==> config.mk <==
export PLATFORM = sky130hd
export DESIGN_NAME = uart_tx
export DESIGN_NICKNAME = d
export VERILOG_FILES = /design/src/rtl/uart_tx.sv
export SDC_FILE = /design/constraint.sdc
export NUM_CORES = 1
export LEC_CHECK = 0
export CAP_MARGIN = 20
export CORE_ASPECT_RATIO = 1.25
export CORE_MARGIN = 2
export CORE_UTILIZATION = 42
export CTS_BUF_LIST = sky130_fd_sc_hd__clkbuf_8
export CTS_CLUSTER_SIZE = 20
export DETAILED_ROUTE_END_ITERATION = 8
export PLACE_DENSITY = 0.64
export SLEW_MARGIN = 20
export SYNTH_ARGS = -nofsm -noshare
export SYNTH_HDL_FRONTEND = slang
export SYNTH_SLANG_ARGS = --single-unit
==> constraint.sdc <==
create_clock -name clk -period 2.4 [get_ports clk]
set_input_delay 0.24 -clock clk [delete_from_list [all_inputs] [get_ports clk]]
set_output_delay 0.24 -clock clk [all_outputs]
set_load 0.01 [all_outputs]
==> src/rtl/uart_tx.sv <==
// UART transmitter: 8N1/8N2 framing, LSB first.
// Includes a baud divider and a one-byte holding register so frames go out back to back.
module uart_tx #(
  parameter int BAUD_RATE  = 9600,
  parameter int CLOCK_FREQ = 38400000,
  parameter int STOP_BITS  = 1
) (
  input  logic       clk,
  input  logic       rst,
  input  logic       soft_reset,
  input  logic [7:0] data,
  input  logic       valid,
  output logic       ready,
  output logic       tx,
  output logic       busy
);

  localparam int DIV = CLOCK_FREQ / BAUD_RATE;
  localparam int CW  = (DIV > 2) ? $clog2(DIV) : 1;
  localparam logic [CW-1:0] LAST = CW'(DIV - 1);
  localparam logic SB_LAST = (STOP_BITS == 2);

  typedef enum logic [1:0] {
    IDLE,
    START,
    DATA,
    STOP
  } state_t;

  state_t        state;
  state_t        state_d;
  logic [CW-1:0] cnt;
  logic [CW-1:0] cnt_d;
  logic [2:0]    idx;
  logic [2:0]    idx_d;
  logic          sb;
  logic          sb_d;
  logic [7:0]    shift;
  logic [7:0]    shift_d;
  logic [7:0]    hold;
  logic [7:0]    hold_d;
  logic          hold_full;
  logic          hold_full_d;
  logic          tx_d;

  logic clr;
  logic accept;
  logic tick;
  logic stop_end;
  logic load_direct;

  assign clr      = rst | soft_reset;
  assign ready    = ~hold_full;
  assign accept   = valid & ready;
  assign tick     = (cnt == LAST);
  assign stop_end = (state == STOP) & tick & (sb == SB_LAST);
  assign busy     = (state != IDLE) | hold_full;

  // A byte bypasses the holding register when the shifter is free:
  // in IDLE, or on the final stop cycle with nothing held.
  assign load_direct = accept & ((state == IDLE) | (stop_end & ~hold_full));

  // State, datapath and line register; reset aborts any frame in flight.
  always_ff @(posedge clk) begin
    if (clr) begin
      state     <= IDLE;
      cnt       <= '0;
      idx       <= '0;
      sb        <= 1'b0;
      shift     <= '0;
      hold      <= '0;
      hold_full <= 1'b0;
      tx        <= 1'b1;
    end else begin
      state     <= state_d;
      cnt       <= cnt_d;
      idx       <= idx_d;
      sb        <= sb_d;
      shift     <= shift_d;
      hold      <= hold_d;
      hold_full <= hold_full_d;
      tx        <= tx_d;
    end
  end

  // Next-state, baud/bit counting and holding-register control.
  always_comb begin
    state_d     = state;
    cnt_d       = cnt;
    idx_d       = idx;
    sb_d        = sb;
    shift_d     = shift;
    hold_d      = hold;
    hold_full_d = hold_full;

    if (state != IDLE) begin
      cnt_d = tick ? '0 : cnt + CW'(1);
    end

    if (accept && !load_direct) begin
      hold_d      = data;
      hold_full_d = 1'b1;
    end

    unique case (state)
      IDLE: begin
        cnt_d = '0;
        if (accept) begin
          shift_d = data;
          state_d = START;
        end
      end
      START: begin
        if (tick) begin
          idx_d   = '0;
          state_d = DATA;
        end
      end
      DATA: begin
        if (tick) begin
          if (idx == 3'd7) begin
            sb_d    = 1'b0;
            state_d = STOP;
          end else begin
            idx_d = idx + 3'd1;
          end
        end
      end
      STOP: begin
        if (tick) begin
          if (sb == SB_LAST) begin
            if (hold_full) begin
              shift_d     = hold;
              hold_full_d = 1'b0;
              state_d     = START;
            end else if (accept) begin
              shift_d = data;
              state_d = START;
            end else begin
              state_d = IDLE;
            end
          end else begin
            sb_d = 1'b1;
          end
        end
      end
      default: state_d = IDLE;
    endcase
  end

  // Line level for the state being entered, so tx lines up with it.
  always_comb begin
    tx_d = 1'b1;
    unique case (state_d)
      IDLE:    tx_d = 1'b1;
      START:   tx_d = 1'b0;
      DATA:    tx_d = shift_d[idx_d];
      STOP:    tx_d = 1'b1;
      default: tx_d = 1'b1;
    endcase
  end

endmodule

==> results of run 1 <==
[critical path: cells and delay by family, from the launching register on]
family / cells / cell delay, ns
AO/OA/AOI/OAI: 5 / 0.77
AND/OR/NAND/NOR: 2 / 0.74
flip-flops: 1 / 0.32
buffers and inverters: 2 / 0.22
adder cells (fa/ha/maj): 1 / 0.15
[power by group through the flow]
stage	clock (W)	combinational, W	sequential [W]
6_report	0.000417	0.000242	0.000601
5_1_grt	0.000459	0.000262	0.000602
4_1_cts	0.000431	0.000222	0.000601
3_5_place_dp	0	0.000217	0.000615
3_3_place_gp	0	0.000215	0.000614
2_1_floorplan	0	0.000125	0.000613
[cell type report]
class                           instances  area [um^2]  area share [%]
Sequential cell                        35          706            27.3
Timing Repair Buffer                   46          413            16.0
Multi-Input combinational cell        185         1270            49.2
Clock buffer                            5         68.8            2.66
Clock inverter                          3         16.3           0.629
Tap cell                               60         75.1            2.90
Inverter                                9         33.8            1.31
[registers in the layout (all words and copies together), names as in the netlist]
signal     cells
hold           8
hold_full      1
cnt           12
idx            3
state          2
shift          8
tx             1
[stage by stage]
step	hold WS [ns]	instances	area, um^2	power (W)	setup WS (ns)
global route	0.460	343	2580	0.00132	-0.0174
finish	0.444	343	2580	0.00126	0.0939
detailed placement	0.441	331	2400	0.000831	-0.0700
CTS	0.422	340	2510	0.00125	0.0105
global placement	0.432	331	2400	0.000829	-0.0653
floorplan	0.384	244	2030	0.000738	0.0284
[how the worst min path moves through the flow]
stage / startpoint / to / cells past startpoint
floorplan: data[0] / hold[0] / 2
global placement: cnt[0] / cnt[0] / 1
detailed placement: cnt[0] / cnt[0] / 1
CTS: cnt[0] / cnt[0] / 1
global route: cnt[0] / cnt[0] / 1
finish: cnt[0] / cnt[0] / 1
[metal layers]
layer  global-route usage, %  part of all wire [%]
met3                    4.93                   4.4
met5                       0                     0
met1                    22.7                    43
met4                    8.57                   1.8
met2                    33.6                    51
[layout by cell type (no fill, tap or decap), drive strengths merged, types with 2 or more instances in the layout]
| cell | synthesis | routed |
|---|---|---|
| a21oi | 14 | 14 |
| a22oi | 9 | 9 |
| a31o | 2 | 2 |
| a31oi | 9 | 9 |
| buf | 6 | 32 |
| clkbuf | 9 | 5 |
| clkdlybuf4s50 | 0 | 14 |
| clkinv | 2 | 3 |
| dfxtp | 35 | 35 |
| ha | 8 | 8 |
| inv | 7 | 8 |
| mux2i | 23 | 23 |
| nand2 | 25 | 25 |
| nand3 | 8 | 8 |
| nand4 | 3 | 3 |
| nor2 | 41 | 41 |
| nor2b | 2 | 2 |
| nor3 | 2 | 2 |
| nor3b | 2 | 2 |
| o21ai | 7 | 7 |
| o221ai | 8 | 8 |
| or3 | 4 | 4 |
| xnor2 | 3 | 3 |
| xor2 | 5 | 5 |
[repair_timing]
action,CTS,global route
buffers inserted,1,3
resized for setup,5,10
pin swaps,2,4
setup endpoints to repair,1,1
[cell families after synthesis]
family                   after synthesis  share of synthesized area (%)
AND/OR/NAND/NOR                       91                           21.5
flip-flops                            35                           34.5
multiplexers                          23                           11.3
XOR/XNOR                               8                           3.45
buffers and inverters                 24                           4.93
AO/OA/AOI/OAI                         55                           19.4
adder cells (fa/ha/maj)                8                           4.93
==> impl_metrics.ini, run 1 <==
[cells_and_area]
syn_to_final_growth_pct = 27.2
nets = 302
nFillCells = 443
post-route-util_pct = 55.1
drive_above_1_share_pct = 20.5
antennaDiodeCount = 0

[grt]
grt_pass1_vias = 1733
grt_pass1_wl_um = 7980
gr-total-overflow = 0
grt_max_degree = 25
antenna_found_initial = 0
grt_usage_pct = 19.5

[route]
drt-total-wl_um = 4960
drc = 0
ant_nets = 0
vias_per_cell = 5.45
dr.pass1.iters = 4
drt_iter0_drc = 70
wl_per_cell_um = 14.5
via_count = 1871

[min_path]
hold_class = reg2reg

[clocking]
clock_sinks = 35
ctsHoldBuffers = 0
ctsHtreeMaxLevel = 2
cts_made_buffers = 5
clockBufferDepth = 2
clockRootBuffer = clkbuf_8
cts_tree = built
clk_pin_slew_worst_paths_ns = 0.07
clkLatencyLatePin_ns = 0.29

[synth]
ys_seq_area_share_pct = 34.5
synth-seq-cells = 35
post-synth-top-area-cell = dfxtp_1
synth_edf_count = 0
yosys_warnings = 0
synthArstFlopShare_pct = 0
yosys-top-cells-area = dfxtp_1 (34%), mux2i_1 (11%), nor2_1 (7.6%), ha_1 (4.9%), nand2_1 (4.6%)
yosysMostFrequentCell = nor2_1
synth.distinct_cells = 42
synthTopCellsByCount = nor2_1 (41), dfxtp_1 (35), nand2_1 (25), mux2i_1 (23), a21oi_1 (14)
syn-num-nets = 264
ys.flop_type = dfxtp_1
syn_area_per_cell_um2 = 8.33
syn_area_mm2 = 0.00203
yosysTopAreaCellShare_pct = 34.5
syn_inst = 244

[floorplanning]
num_rows = 28
coreArea_mm2 = 0.00469
die_y_um = 81.8
fp.dieArea_mm2 = 0.00541
initial_core_util_pct = 43.3
ios = 15
die_width_um = 66.2

[job]
max-cap-violations = 0

[pwr]
vdd_drop_max_mv = 0.343
power.density_mw_per_mm2 = 488
switchingPower_w = 0.000349
comb_power_share_pct = 19.2
seqPwrFrac_pct = 47.7
p_leak_nw = 1.14
clkPwrFrac_pct = 33.1
switching_share_pct = 27.7
p_int_w = 0.000912

[setup_path]
reg2reg_to = tx
slowest_delay_ns = 0.39
crit_start = cnt[5]
startpoint_type = flip-flop
critPathKind = reg2reg
reg2reg_depth = 10
cp-endpoint = tx
crit_chain = or3b_4 -> or3_4 -> a21oi_2 -> a21oi_1 -> o31ai_2 -> buf_4 -> ha_1 -> inv_2 -> a21o_1 -> a31o_1
crit_slowest_cell = or3b_4
critPathArrivalTime_ns = 2.49
worstPathRequired_ns = 2.59
ff2ff_setup_slack_ns = 0.09
critical_path_peak_fanout = 2
endpoint_kind = flip-flop
r2r_start = cnt[5]

[timing]
worst_slew_pin_slew_ns = 0.451
period_share_pct = 96.1
slew_viol_final = 0
slew_headroom_pct = 69.9
setup_viol = 0
hold_viol_final = 0
finalCriticalPeriod_ns = 2.31
finalSetupTns_ns = 0
clock.fmax_mhz = 434
skew_ns = 0.00713

[status]
outcome = finished, final reports clean

[placed_design]
port_buffers = 14
hpwlAfterDp_um = 3460
gp_congestion = 0.807
Note: power is estimated with default switching activity, not from simulation.
==> run 2, diff against run 1 <==
Settings changed: CORE_UTILIZATION 42 to 55, PLACE_DENSITY 0.64 to 0.8.
==> run 2 against run 1 <==
Power increased by 12%. Setup slack got worse by 0.064 ns. Clock skew decreased by 0.0049 ns. Die area decreased by 22%. Hold slack got worse by 0.0026 ns. Core utilization increased by 21 points. Critical path type unchanged. Largest power group unchanged.
==> impl_metrics.ini, run 2 (synthesis results as in run 1) <==
[timing]
rsz0062_at_grt = yes
skew_ns = 0.00228
slew_headroom_pct = 72.6
period_share_pct = 98.8
setup_ws_ns = 0.0299
hold_viol_final = 0
clock.fmax_mhz = 422
worst_slew_pin_slew_ns = 0.408
slew_viol_final = 0
finalCriticalPeriod_ns = 2.37
setup_viol = 0

[route]
via_count = 1979
drt_iter0_drc = 142
ant_nets = 0
vias_per_cell = 5.98
drc = 0
wl_per_cell_um = 15.7
dr.pass1.iters = 4
drt-total-wl_um = 5210

[cells_and_area]
antennaDiodeCount = 0
instances_no_fill = 331
reg_top3 = cnt x12, hold x8, shift x8
finalInstanceArea_mm2 = 0.00267
mostFrequentLayoutCells = nor2_1 (40), buf_4 (36), dfxtp_1 (30), nand2_1 (25), mux2i_1 (23)
max_flop_register = cnt
nets = 311
final_common_cell = nor2_1
post-route-util_pct = 76.1
largest_register_ffs = 12
drive_above_1_share_pct = 24.7
nFillCells = 256
syn_to_final_growth_pct = 31.5

[setup_path]
critPathKind = reg2reg
critPathArrivalTime_ns = 2.61
endpoint_kind = flip-flop
path_common_cell = mux2i_1
slowest_delay_ns = 0.39
critPathBufInv = 2
startpoint_type = flip-flop
critical_path_peak_fanout = 5
crit_slowest_cell = or3b_4
worstPathRequired_ns = 2.64
crit_chain = or3b_4 -> buf_6 -> nor3_4 -> buf_6 -> o21ai_4 -> a22oi_4 -> mux2i_1 -> mux2i_1 -> mux2i_1 -> a31o_1
cp_top_family = simple AND/OR/NAND/NOR gates

[placed_design]
post-place-ws_ns = -0.0238
gp_congestion = 0.792
hpwlAfterDp_um = 3270
place_area_mm2 = 0.00236
dpl.cell_count = 309
port_buffers = 14

[pwr]
power.density_mw_per_mm2 = 527
vdd_drop_max_mv = 0.559
clkPwrFrac_pct = 40.0
seqPwrFrac_pct = 42.8
comb_power_share_pct = 17.3
switchingPower_w = 0.000361
p_int_w = 0.00105
p_leak_nw = 1.21
switching_share_pct = 25.6

[floorplanning]
die_width_um = 58.4
ios = 15
initial_core_util_pct = 57.8
fp.dieArea_mm2 = 0.00420
num_rows = 24
die_y_um = 72.0
coreArea_mm2 = 0.00351

[grt]
grt_usage_pct = 25.3
grt_max_degree = 25
grt_pass1_wl_um = 8140
grt_pass1_vias = 1843
antenna_found_initial = 0
gr-total-overflow = 0

[clocking]
clockBufferDepth = 2
cts_made_buffers = 5
clkLatencyLatePin_ns = 0.29
ctsHtreeMaxLevel = 2
clk_pin_slew_worst_paths_ns = 0.07
clock_sinks = 35
cts_tree = built
clockRootBuffer = clkbuf_8

[min_path]
hold_class = reg2reg

[job]
max-cap-violations = 0

[status]
outcome = finished, final reports clean
[run 2: worst paths after layout]
kind | from | slack, ns | end | cells past startpoint
max | cnt[5] | 0.03 | tx | 10
min reg2reg | cnt[0] | 0.44 | cnt[0] | 1
max reg2reg | cnt[5] | 0.03 | tx | 10
min | cnt[0] | 0.44 | cnt[0] | 1
[run 2: cell type report]
| cell class | count | area (um^2) | share of cell area (%) |
|---|---|---|---|
| Clock buffer | 6 | 82.6 | 3.09 |
| Clock inverter | 2 | 35.0 | 1.31 |
| Inverter | 9 | 33.8 | 1.26 |
| Multi-Input combinational cell | 185 | 1300 | 48.5 |
| Sequential cell | 35 | 709 | 26.5 |
| Tap cell | 39 | 48.8 | 1.83 |
| Timing Repair Buffer | 55 | 467 | 17.5 |
[run 2: what timing repair did]
action	CTS	global route
hold buffers	0	0
buffers inserted	1	13
pin swaps	0	7
resized for setup	1	22
setup endpoints to repair	1	1
[run 2: worst reg2reg max path, delay by kind of cell (launching register included)]
| family | cells | cell delay (ns) |
|---|---|---|
| multiplexers | 3 | 0.59 |
| AND/OR/NAND/NOR | 2 | 0.62 |
| buffers and inverters | 2 | 0.29 |
| flip-flops | 1 | 0.32 |
| AO/OA/AOI/OAI | 3 | 0.49 |
[run 2: per-layer routing]
| layer | track usage (%) | vias to the layer above | wire, um | part of all wire [%] |
|---|---|---|---|---|
| met5 | 0 | - | 0 | 0 |
| met4 | 11.4 | 0 | 130 | 2.5 |
| met2 | 44.2 | 66 | 2630 | 51 |
| met1 | 28.4 | 931 | 2190 | 42 |
| met3 | 6.42 | 19 | 252 | 4.8 |
| li1 | - | 963 | - | - |
[run 2: power groups by stage]
stage	logic, W	clock network [W]	registers (W)
global placement	0.000201	0	0.000614
detailed placement	0.000206	0	0.000614
CTS	0.000211	0.000566	0.000601
finish	0.000244	0.000563	0.000602
floorplan	0.000125	0	0.000613
global route	0.000264	0.000592	0.000603
[run 2: metrics by stage]
step / hold slack (ns) / TNS [ns] / power [W]
6_report: 0.441 / 0 / 0.00141
5_1_grt: 0.452 / -0.117 / 0.00146
4_1_cts: 0.455 / 0 / 0.00138
3_5_place_dp: 0.439 / -0.0238 / 0.000821
3_3_place_gp: 0.429 / -0.0108 / 0.000815
2_1_floorplan: 0.384 / 0 / 0.000738
==> run 3, diff against run 2 <==
Settings changed: GPL_TIMING_DRIVEN set to 0.
==> run 3 against run 2 <==
Non-clock buffer count fell by 16. Clock skew is 0.0035 ns higher. Critical path type unchanged. Global-route usage is 0.94 points higher. Setup slack improved by 0.015 ns. Via count is 3.2% lower. Clock power decreased by 3%. Combinational power decreased by 14%.
==> impl_metrics.ini, run 3 (synthesis results as in run 1) <==
[grt]
grt_pass1_vias = 1844
grt_max_degree = 13
antenna_found_initial = 0
gr-total-overflow = 0
grt_usage_pct = 26.2
grt_pass1_wl_um = 8450

[timing]
setup_viol = 0
period_share_pct = 98.1
finalCriticalPeriod_ns = 2.35
worst_slew_pin_slew_ns = 0.526
whs_ns = 0.449
skew_ns = 0.00581
finalSetupTns_ns = 0
slew_headroom_pct = 64.9
clock.fmax_mhz = 425
rsz0062_at_grt = yes
hold_viol_final = 0
slew_viol_final = 0

[floorplanning]
num_rows = 24
coreArea_mm2 = 0.00351
initial_core_util_pct = 57.8
ios = 15
fp.dieArea_mm2 = 0.00420
die_y_um = 72.0
die_width_um = 58.4

[setup_path]
critPathArrivalTime_ns = 2.55
cp_top_family = compound AO/OA/AOI/OAI gates
r2r_start = state[1]
critPathBufInv = 2
reg2reg_depth = 11
path_common_cell = mux2i_1
ff2ff_setup_slack_ns = 0.05
startpoint_type = flip-flop
endpoint_kind = flip-flop
critical_path_peak_fanout = 7
crit_slowest_cell = dfxtp_1
reg2reg_to = tx
crit_chain = inv_1 -> ha_4 -> nor3b_4 -> buf_4 -> a22oi_1 -> o221ai_1 -> a31oi_1 -> mux2i_1 -> mux2i_1 -> mux2i_1 -> a31o_1
slowest_delay_ns = 0.40
worstPathRequired_ns = 2.60
critPathKind = reg2reg

[route]
drt_iter0_drc = 110
dr.pass1.iters = 4
drc = 0
ant_nets = 0
via_count = 1916
vias_per_cell = 6.08
wl_per_cell_um = 16.2
drt-total-wl_um = 5120

[pwr]
comb_power_share_pct = 15.5
p_leak_nw = 1.09
vdd_drop_max_mv = 0.607
p_int_w = 0.000995
switchingPower_w = 0.000362
total_power_w = 0.00136
switching_share_pct = 26.7
power.density_mw_per_mm2 = 546
clkPwrFrac_pct = 40.3
seqPwrFrac_pct = 44.2

[min_path]
hold_end = cnt[0]
worstHoldStart = cnt[0]
hold_class = reg2reg
min_path_cells = 1

[clocking]
clockBufferDepth = 2
clk_pin_slew_worst_paths_ns = 0.08
ctsHoldBuffers = 0
clkLatencyLatePin_ns = 0.30
clockRootBuffer = clkbuf_8
clock_sinks = 35
ctsHtreeMaxLevel = 2
cts_made_buffers = 5
cts_tree = built

[cells_and_area]
nets = 295
drive_above_1_share_pct = 17.4
mostFrequentLayoutCells = nor2_1 (41), dfxtp_1 (29), nand2_1 (25), mux2i_1 (23), clkdlybuf4s50_1 (14)
reg_top3 = cnt x12, hold x8, shift x8
syn_to_final_growth_pct = 22.4
max_flop_register = cnt
largest_register_ffs = 12
final_common_cell = nor2_1
antennaDiodeCount = 0

[job]
max-cap-violations = 0

[placed_design]
port_buffers = 14
gp_congestion = 0.814
hpwlAfterDp_um = 3230

[status]
outcome = finished, final reports clean
[run 3: cell count changes in the layout (fill, tap and decap cells not counted), moves of 4 or more]
| cell | previous run | this run |
|---|---|---|
| buf_2 | 0 | 4 |
| buf_4 | 36 | 11 |
| clkbuf_1 | 0 | 7 |
| buf_6 | 5 | 1 |
[run 3: power groups by stage]
stage | Combinational (W) | Clock (W) | Sequential, W
2_1_floorplan | 0.000125 | 0 | 0.000613
3_3_place_gp | 0.000183 | 0 | 0.000614
3_5_place_dp | 0.000186 | 0 | 0.000614
4_1_cts | 0.000197 | 0.000548 | 0.000599
5_1_grt | 0.000229 | 0.000573 | 0.000602
6_report | 0.000211 | 0.000547 | 0.000600
[run 3: worst max path at each step]
stage | cells after the start | from | end
finish | 11 | state[1] | tx
global route | 11 | state[1] | tx
CTS | 9 | cnt[6] | tx
detailed placement | 9 | valid | tx
global placement | 9 | valid | tx
floorplan | 9 | cnt[5] | tx
[run 3: through the flow]
stage / utilization (%) / area, um^2 / setup WS (ns) / cells
2_1_floorplan: - / 2030 / 0.0284 / 244
3_3_place_gp: 63.2 / 2220 / -0.208 / 297
3_5_place_dp: 63.2 / 2220 / -0.212 / 297
4_1_cts: 68.9 / 2420 / -0.00830 / 311
5_1_grt: 70.8 / 2490 / -0.108 / 315
6_report: 70.8 / 2490 / 0.0450 / 315
[run 3: cell type report]
class	instances	area, um^2
buffer	15	75.1
clock buffer	5	68.8
clock inverter	3	43.8
fill	281	1030
inverter	9	33.8
multi-input combinational	185	1290
sequential	35	713
tap	39	48.8
timing repair buffer	24	215
[run 3: timing repair]
action | in CTS | in global routing
endpoints found under the setup margin | 1 | 1
pin swaps | 8 | 8
buffers inserted | 6 | 4
resized for setup | 11 | 13
hold endpoints to repair | 0 | 0
[run 3: worst reg2reg max path: stages, from the launching register on]
cell and delay [ns]:
dfxtp_1 0.40, inv_1 0.13, ha_4 0.33, nor3b_4 0.05, buf_4 0.17, a22oi_1 0.15
o221ai_1 0.12, a31oi_1 0.27, mux2i_1 0.13, mux2i_1 0.15, mux2i_1 0.11, a31o_1 0.23
[run 3: layer usage]
| metal | vias up | share of wire [%] | GRT usage (%) |
|---|---|---|---|
| met2 | 50 | 51 | 46.6 |
| li1 | 931 | - | - |
| met1 | 926 | 42 | 29.7 |
| met5 | - | 0 | 0 |
| met3 | 9 | 4.8 | 5.70 |
| met4 | 0 | 1.7 | 11.1 |
